===== src/rtl/shift_seq_pkg.sv =====
// Shared types for the shift sequencer: FSM state encoding and universal
// shift register control codes.
package shift_seq_pkg;

  typedef enum logic [1:0] {
    ST_IDLE  = 2'd0,
    ST_SHIFT = 2'd1,
    ST_PAR   = 2'd2,
    ST_DONE  = 2'd3
  } state_e;

  localparam logic [1:0] CTRL_HOLD = 2'b00;
  localparam logic [1:0] CTRL_SHL  = 2'b01;
  localparam logic [1:0] CTRL_SHR  = 2'b10;
  localparam logic [1:0] CTRL_LOAD = 2'b11;

endpackage


===== src/rtl/univ_shift_reg.sv =====
// Universal shift register: hold, shift left, shift right or parallel load,
// selected by a 2-bit control code. Serial-in bits come from the d word.
import shift_seq_pkg::*;

module univ_shift_reg #(
  parameter int N = 8
) (
  input  logic         clk,
  input  logic         reset,
  input  logic [1:0]   ctrl,
  input  logic [N-1:0] d,
  output logic [N-1:0] q
);

  always_ff @(posedge clk) begin
    if (reset) begin
      q <= '0;
    end else begin
      case (ctrl)
        CTRL_SHL:  q <= {q[N-2:0], d[0]};
        CTRL_SHR:  q <= {d[N-1], q[N-1:1]};
        CTRL_LOAD: q <= d;
        default:   q <= q;
      endcase
    end
  end

endmodule


===== src/rtl/shift_seq_ctrl.sv =====
// Parallel-to-serial sequencer driving one univ_shift_reg; define
// SHIFT_SEQ_PARITY_EN to append an even-parity bit after the data bits.
//
// state    | meaning
// ---------+-----------------------------------------------------
// ST_IDLE  | ready for a word; load the shift register on accept
// ST_SHIFT | emit one data bit per cycle, N cycles
// ST_PAR   | emit the registered parity bit (parity build only)
// ST_DONE  | one-cycle completion pulse
import shift_seq_pkg::*;

module shift_seq_ctrl #(
  parameter int N = 8
) (
  input  logic         clk,
  input  logic         reset,
  input  logic [N-1:0] in_data,
  input  logic         in_valid,
  output logic         in_ready,
  input  logic         msb_first,
  input  logic         abort,
  output logic         ser_out,
  output logic         ser_valid,
  output logic         busy,
  output logic         done
);

  localparam int CW = $clog2(N);
  localparam logic [CW-1:0] CNT_LAST = CW'(N - 1);

  state_e          state_q, state_d;
  logic [CW-1:0]   cnt_q;
  logic            dir_q;
  logic [1:0]      ctrl;
  logic [N-1:0]    d;
  logic [N-1:0]    q;
  logic            accept;
`ifdef SHIFT_SEQ_PARITY_EN
  logic            par_q;
`endif

  // Only the end bits of q are observed; the rest just ride through the shifter.
  logic unused_q;
  assign unused_q = ^q;

  univ_shift_reg #(.N(N)) u_usr (
    .clk   (clk),
    .reset (reset),
    .ctrl  (ctrl),
    .d     (d),
    .q     (q)
  );

  assign busy = (state_q != ST_IDLE);

  always_comb begin
    state_d   = state_q;
    ctrl      = CTRL_HOLD;
    d         = '0;
    in_ready  = 1'b0;
    ser_valid = 1'b0;
    ser_out   = 1'b0;
    done      = 1'b0;
    accept    = 1'b0;
    case (state_q)
      ST_IDLE: begin
        in_ready = !abort;
        if (in_valid && !abort) begin
          accept  = 1'b1;
          ctrl    = CTRL_LOAD;
          d       = in_data;
          state_d = ST_SHIFT;
        end
      end
      ST_SHIFT: begin
        if (abort) begin
          state_d = ST_IDLE;
        end else begin
          ser_valid = 1'b1;
          ser_out   = dir_q ? q[N-1] : q[0];
          ctrl      = dir_q ? CTRL_SHL : CTRL_SHR;
          if (cnt_q == CNT_LAST) begin
`ifdef SHIFT_SEQ_PARITY_EN
            state_d = ST_PAR;
`else
            state_d = ST_DONE;
`endif
          end
        end
      end
`ifdef SHIFT_SEQ_PARITY_EN
      ST_PAR: begin
        if (abort) begin
          state_d = ST_IDLE;
        end else begin
          ser_valid = 1'b1;
          ser_out   = par_q;
          state_d   = ST_DONE;
        end
      end
`endif
      ST_DONE: begin
        done    = 1'b1;
        state_d = ST_IDLE;
      end
      default: state_d = ST_IDLE;
    endcase
  end

  always_ff @(posedge clk) begin
    if (reset) begin
      state_q <= ST_IDLE;
      cnt_q   <= '0;
      dir_q   <= 1'b0;
`ifdef SHIFT_SEQ_PARITY_EN
      par_q   <= 1'b0;
`endif
    end else begin
      state_q <= state_d;
      if (accept) begin
        cnt_q <= '0;
        dir_q <= msb_first;
`ifdef SHIFT_SEQ_PARITY_EN
        par_q <= ^in_data;
`endif
      end else if (state_q == ST_SHIFT && !abort) begin
        cnt_q <= cnt_q + 1'b1;
      end
    end
  end

endmodule


===== config.mk =====
export PLATFORM = sky130hd
export DESIGN_NAME = shift_seq_ctrl
export DESIGN_NICKNAME = d
export VERILOG_FILES = /design/src/rtl/shift_seq_pkg.sv /design/src/rtl/univ_shift_reg.sv /design/src/rtl/shift_seq_ctrl.sv
export SDC_FILE = /design/constraint.sdc
export NUM_CORES = 1
export LEC_CHECK = 0
export CAP_MARGIN = 25
export CORE_MARGIN = 3
export CORE_UTILIZATION = 49
export CTS_BUF_LIST = sky130_fd_sc_hd__clkbuf_2
export DETAILED_ROUTE_END_ITERATION = 8
export PLACE_DENSITY = 0.91
export SYNTH_ARGS = -nofsm -noshare
export SYNTH_HDL_FRONTEND = slang
export SYNTH_SLANG_ARGS = --single-unit

===== constraint.sdc =====
create_clock -name clk -period 1.95 [get_ports clk]
set_input_delay 0.4875 -clock clk [delete_from_list [all_inputs] [get_ports clk]]
set_output_delay 0.4875 -clock clk [all_outputs]
set_load 0.02 [all_outputs]

==> results by group <==
Routing
  – Drc violations: 0
  – 1st-iter DRT viols: 13
  – DRT Pass-1 Iters: 4
  – Drt via density: around 5.6
  – Post-route ant nets: 0
  – Drt wl/cell: between 10 and 15 µm
  – Drt total wl: roughly 1600 µm
  – Via count: 630

Placed design
  – Placer Congestion: approximately 0.79
  – Area after DPL: 938.4 µm²
  – Dpl hpwl: about 1200 µm
  – Inst Count DP: roughly 110
  – Number of port buffers: 17

GRT
  – Remaining Overflow, GRT: 0
  – All-Layer GR Usage: between 10% and 20%
  – Number of global-route vias before repair: between 500 and 600
  – Largest net degree at the start of global routing: 10
  – First-pass GRT wire length: ~2400 µm
  – Initial antenna violation count: 0

Power
  – Cell Pwr Density: between 500 and 600 mW/mm²
  – Total Power: around 0.54 mW
  – Leak: 0.3864 nW
  – Peak supply drop: 0.3506 mV

Synthesis
  – Number of synthesis warnings: 0
  – Top FF cell, synth: dfxtp_1
  – Synthesized area per cell: roughly 9.8 µm²
  – Number of flops mapped to enable cells by yosys: 0
  – Yosys cell types: 27
  – Synth top area share: between 30% and 40%
  – Post-Syn Area: slightly above 700 µm²
  – Ys async rst share: 0%
  – Seq/Total Area, Yosys: between 30% and 40%
  – Synth Register Bits: 14
  – Synth area leader: dfxtp_1
  – Most area-consuming cells after synthesis: dfxtp_1 39%, mux2i_1 11%, a221o_1 9.6%
  – Syn_nets: between 80 and 90
  – Mapped Cells: 74

STA
  – Rel. slew slack: 64.69%
  – Setup tns final: 0 ns
  – RSZ-0062 raised after global routing: no
  – Hold violation count in the final report: 0
  – Setup Skew: 0.0005078 ns
  – Slew @ Worst Pin: about 0.52 ns
  – Worst hold slack: about 0.48 ns
  – Tcrit/Tclk final: about nine tenths
  – Fmax: 0.5660 GHz
  – Setup violations, final: 0
  – Final min period: approximately 1.8 ns
  – Max Slew Vio Count: 0

Die
  – Die Wd: approximately 45 µm
  – # IOs: 18
  – Initial core utilization: 53.85%
  – Die Y: roughly 45 µm
  – Std-Cell Rows: 13
  – DIE AREA: ~0.002 mm²
  – Placeable Area: 0.001350 mm²

Layout
  – Final net count: about 120
  – Fill cell count: around 110
  – Share of layout cells above drive strength 1: between 20% and 30%
  – Ant diodes: 0
  – Cell area after layout: around 960 µm²
  – Layout area overhead: 31.50%
  – Register Area: 282.8 µm²
  – Multi-input gate area: 404.1 µm²
  – Non-filler cells, final: between 100 and 150

Worst setup path
  – Crit-path cells: dlygate4sd2_1, nor3b_2, nor2b_2, buf_4
  – Crit path largest cell delay: about 0.26 ns
  – WP data arrival: approximately 1.3 ns
  – CP Capture Point: ser_out
  – WP buf/inv: 2
  – Critical path launch point: abort
  – Startpoint types: input port
  – CP Data Required Time: ~1.5 ns
  – WS Path Type: in2out
  – Crit. End Element: primary output
  – Crit path depth: 4
  – CP max stage cell: dlygate4sd2_1
  – RR Endpoint: u_usr.q[3]
  – R2R setup slack: approximately 0.47 ns
  – R2R Path Start: state_q[1]
  – Worst-path maximum fanout: 3
  – R2R depth: 4
  – Crit path max-delay family: buffers and inverters

Worst hold path
  – Worst Hold Depth: 1
  – HP Class: reg2reg

CTS
  – CTS tree: done
  – CTS max path bufs: 2
  – Clk sink count: 14
  – Inserted Clock Buffers: 3
  – Reg clk slew, reported paths: 0.13 ns
  – Worst-Skew Late Latency: 0.28 ns
  – Root Driver: clkbuf_2
  – Number of H-tree levels: 1

Job
  – # Max-Cap Violations: 0

Run status
  – Status: complete, no violations
repair_timing:
item | in CTS | in global routing
gates resized for setup | 18 | 2
pin swaps | 1 | 0
setup buffers | 1 | 0
hold buffers | 0 | 0
setup endpoints to repair | 5 | 1
registers in the layout (all words and copies together) (netlist names):
register and count:
state_q 2, dir_q 1, cnt_q 3, u_usr.q 8
power by group:
| group | internal [mW] | switching, mW | total, mW |
|---|---|---|---|
| registers | 0.298 | 0.00965 | 0.308 |
| clock network | 0.0419 | 0.0915 | 0.133 |
| logic | 0.0564 | 0.0416 | 0.0980 |
| total | 0.396 | 0.143 | 0.539 |
cells in the final DEF (no fill, tap or decap), types with 2 or more instances in the layout:
cell              n
dlygate4sd2_1     2
buf_4            11
dfxtp_2           2
nor3b_2           2
o21ai_0           2
a221o_1           7
a21oi_1           2
mux2i_1           8
nand2_1           4
clkbuf_2          3
dfxtp_1          12
clkdlybuf4s50_1  11
nor2_1           13
ha_1              2
inv_1             2
routing by layer:
| metal | global-route usage [%] | share of wire (%) | vias up |
|---|---|---|---|
| met5 | 0 | 0 | - |
| met4 | 1.807 | 0.37 | 0 |
| met3 | 6.098 | 6.2 | 2 |
| met2 | 30.66 | 51 | 21 |
| met1 | 17.94 | 42 | 288 |
| li1 | - | - | 319 |
synth_stat cells (2+ instances only):
| cell type | n |
|---|---|
| a21oi_1 | 2 |
| o21ai_0 | 2 |
| nor2_1 | 13 |
| dfxtp_1 | 14 |
| inv_1 | 2 |
| ha_1 | 2 |
| a221o_1 | 7 |
| buf_4 | 2 |
| nand2_1 | 4 |
| mux2i_1 | 8 |
| buf_6 | 2 |
layout make-up:
| class | instances | share of cell area [%] |
|---|---|---|
| Tap cell | 15 | 1.963 |
| Sequential cell | 14 | 29.58 |
| Multi-Input combinational cell | 53 | 42.28 |
| Timing Repair Buffer | 26 | 23.82 |
| Inverter | 2 | 0.7853 |
| Clock buffer | 3 | 1.571 |
cell families after synthesis:
group	synth area share [%]
AND/OR/NAND/NOR	21.52
AO/OA/AOI/OAI	18.59
flip-flops	38.55
multiplexers	11.02
buffers and inverters	6.884
adder cells (fa/ha/maj)	3.442
how the worst min path moves through the flow:
| stage | startpoint | endpoint | slack [ns] |
|---|---|---|---|
| after floorplan | cnt_q[0] | cnt_q[0] | 0.44 |
| after global placement | cnt_q[2] | cnt_q[2] | 0.47 |
| after detailed placement | cnt_q[1] | cnt_q[1] | 0.47 |
| after CTS | cnt_q[1] | cnt_q[1] | 0.49 |
| after global routing | cnt_q[0] | cnt_q[0] | 0.52 |
| final | cnt_q[0] | cnt_q[0] | 0.48 |
per-stage QoR:
stage / utilization, % / setup slack, ns
floorplan: - / 0.1437
global placement: 69.51 / -0.4388
detailed placement: 69.51 / -0.4771
CTS: 70.53 / 0.03695
global route: 70.81 / 0.1253
finish: 70.81 / 0.1833
No activity file was read; power rests on OpenSTA's default activity.
==> edit (same settings) <==
The option `SHIFT_SEQ_PARITY_EN` is turned on by a define.
--- a/src/rtl/shift_seq_ctrl.sv
+++ b/src/rtl/shift_seq_ctrl.sv
@@ -8,4 +8,6 @@
 // ST_PAR   | emit the registered parity bit (parity build only)
 // ST_DONE  | one-cycle completion pulse
+`define SHIFT_SEQ_PARITY_EN
+
 import shift_seq_pkg::*;
 
Formal check against the unedited RTL: not equivalent (a bounded check fails within 10 cycles, from zero or initial values and one cycle with reset high).
==> edit against the original RTL <==
- total power up 73%
- setup slack lost 0.14 ns
- critical path type is now reg2out
- synthesized area grew 40%
- count of clock-buffer cells in the layout stayed put
- cell area grew 43%
- wire length increased by 64%
- sequential cell count up 1
- critical path depth up 1
==> edit: results (changes against the original RTL) <==
metric,value,unit,change
diode count,0,,unchanged
DP Wirelength,2.05,mm,+74%
All-Layer GR Usage,20.7,%,+4.2 points
pre-CTS setup slack,-0.416,ns,+0.0613 ns
nets@finish,162,,+41%
post-synth net total,129,,+45%
Post-synth top cells,"dfxtp_1 (15), a21oi_1 (13), ha_1 (8), xnor2_1 (8), nand2_1 (7)",,
Netlist cell types,36,,+33%
placed instance area,1290,µm²,+38%
P&R area growth vs syn,34.3,%,
critical path's largest stage delay,0.39,ns,+0.13 ns
Hold Crit Start,u_usr.q[5],,
min-delay worst type,reg2reg,,
Worst VDD drop,0.000535,V,+53%
fill count,134,,+23%
vias in the first global route,932,,+66%
"Reg clk slew, reported paths",0.17,ns,+0.04 ns
sequential area share after synthesis,29.6,%,-9.0 points
Hold WS,0.521,ns,+0.0371 ns
outcome,finished clean,,
Crit-path slowest cell,dfxtp_2,,
total number of vias,953,,+51%
post-synthesis mux area share,5.06,%,-6.0 points
"top cells by area, synth","dfxtp_1 (30%), ha_1 (9.9%), xnor2_1 (6.9%)",,
Leak Pwr,0.538,nW,+39%
total CTS buffers,3,,unchanged
clock skew,0.00467,ns,+0.00416 ns
pin count of the biggest net entering global routing,16,,+6
share of post-route cells with drive strength above 1,35.0,%,+11 points
fraction of registers with async set/reset,0,%,unchanged
syn_area_per_cell,9.40,µm²,-4.4%
Setup Buffers After CTS,0,,-1
crit path DAT,1.42,ns,+0.14 ns
Synth Area in Compound Gates,26.1,%,+7.6 points
Post-Synth Adder-Cell Area,9.86,%,+6.4 points
first-pass GRT wire length,4.10,mm,+68%
Worst-Margin Slew,0.669,ns,+0.146 ns
Fmax achieved,524,MHz,-7.3%
worst-skew pair later-pin latency,0.30,ns,+0.02 ns
final WL,2.63,mm,+64%
Worst Setup SP,state_q[0],,
"reg-to-reg slack, setup",0.14,ns,-0.33 ns
routability cong.,0.891,,+12%
Synth Area in XOR/XNOR,6.91,%,+6.9 points
Sw Share,37.2,%,+11 points
-- edit: power groups by stage --
stage | Clock (mW) | Combinational, mW | Sequential [mW]
after detailed placement | 0 | 0.385 | 0.368
after global routing | 0.179 | 0.438 | 0.369
after global placement | 0 | 0.364 | 0.365
final | 0.164 | 0.403 | 0.366
after CTS | 0.168 | 0.378 | 0.362
after floorplan | 0 | 0.242 | 0.365
-- edit: cell families after synthesis --
logic type      count (synthesis)
flops                          15
buf+inv                         9
mux                             5
xor+xnor                        8
fa+ha+maj                       8
simple gates                   28
compound gates                 35
-- edit: critical path: cells and delay by family (launching register included) --
family	cells	cell delay [ns]
adder cells (fa/ha/maj)	1	0.22
AND/OR/NAND/NOR	2	0.32
buffers and inverters	2	0.18
flip-flops	1	0.39
-- edit: worst paths after layout --
| path | end | cells after the start |
|---|---|---|
| setup reg to reg | u_usr.q[6] | 9 |
| hold / removal | u_usr.q[4] | 2 |
| hold reg to reg | u_usr.q[4] | 2 |
| setup / recovery | ser_out | 5 |
-- edit: area by class of cell --
| class | instances | share of cell area (%) |
|---|---|---|
| clock buffer | 3 | 1.10 |
| clock inverter | 1 | 0.551 |
| inverter | 4 | 1.29 |
| multi-input combinational | 84 | 51.8 |
| sequential | 15 | 22.3 |
| tap | 25 | 2.30 |
| timing repair buffer | 33 | 20.7 |
-- edit: layer usage --
layer,track usage (%),vias to the layer above,share of wire (%)
li1,-,461,-
met1,25.0,461,43
met2,35.6,29,51
met3,5.44,2,6.1
met4,6.11,0,0.38
met5,0,-,0
-- edit: repair_timing --
action | 4_1_cts | 5_1_grt
gates resized for setup | 15 | 18
pin swaps | 0 | 1
hold buffers | 0 | 0
endpoints found under the setup margin | 5 | 6
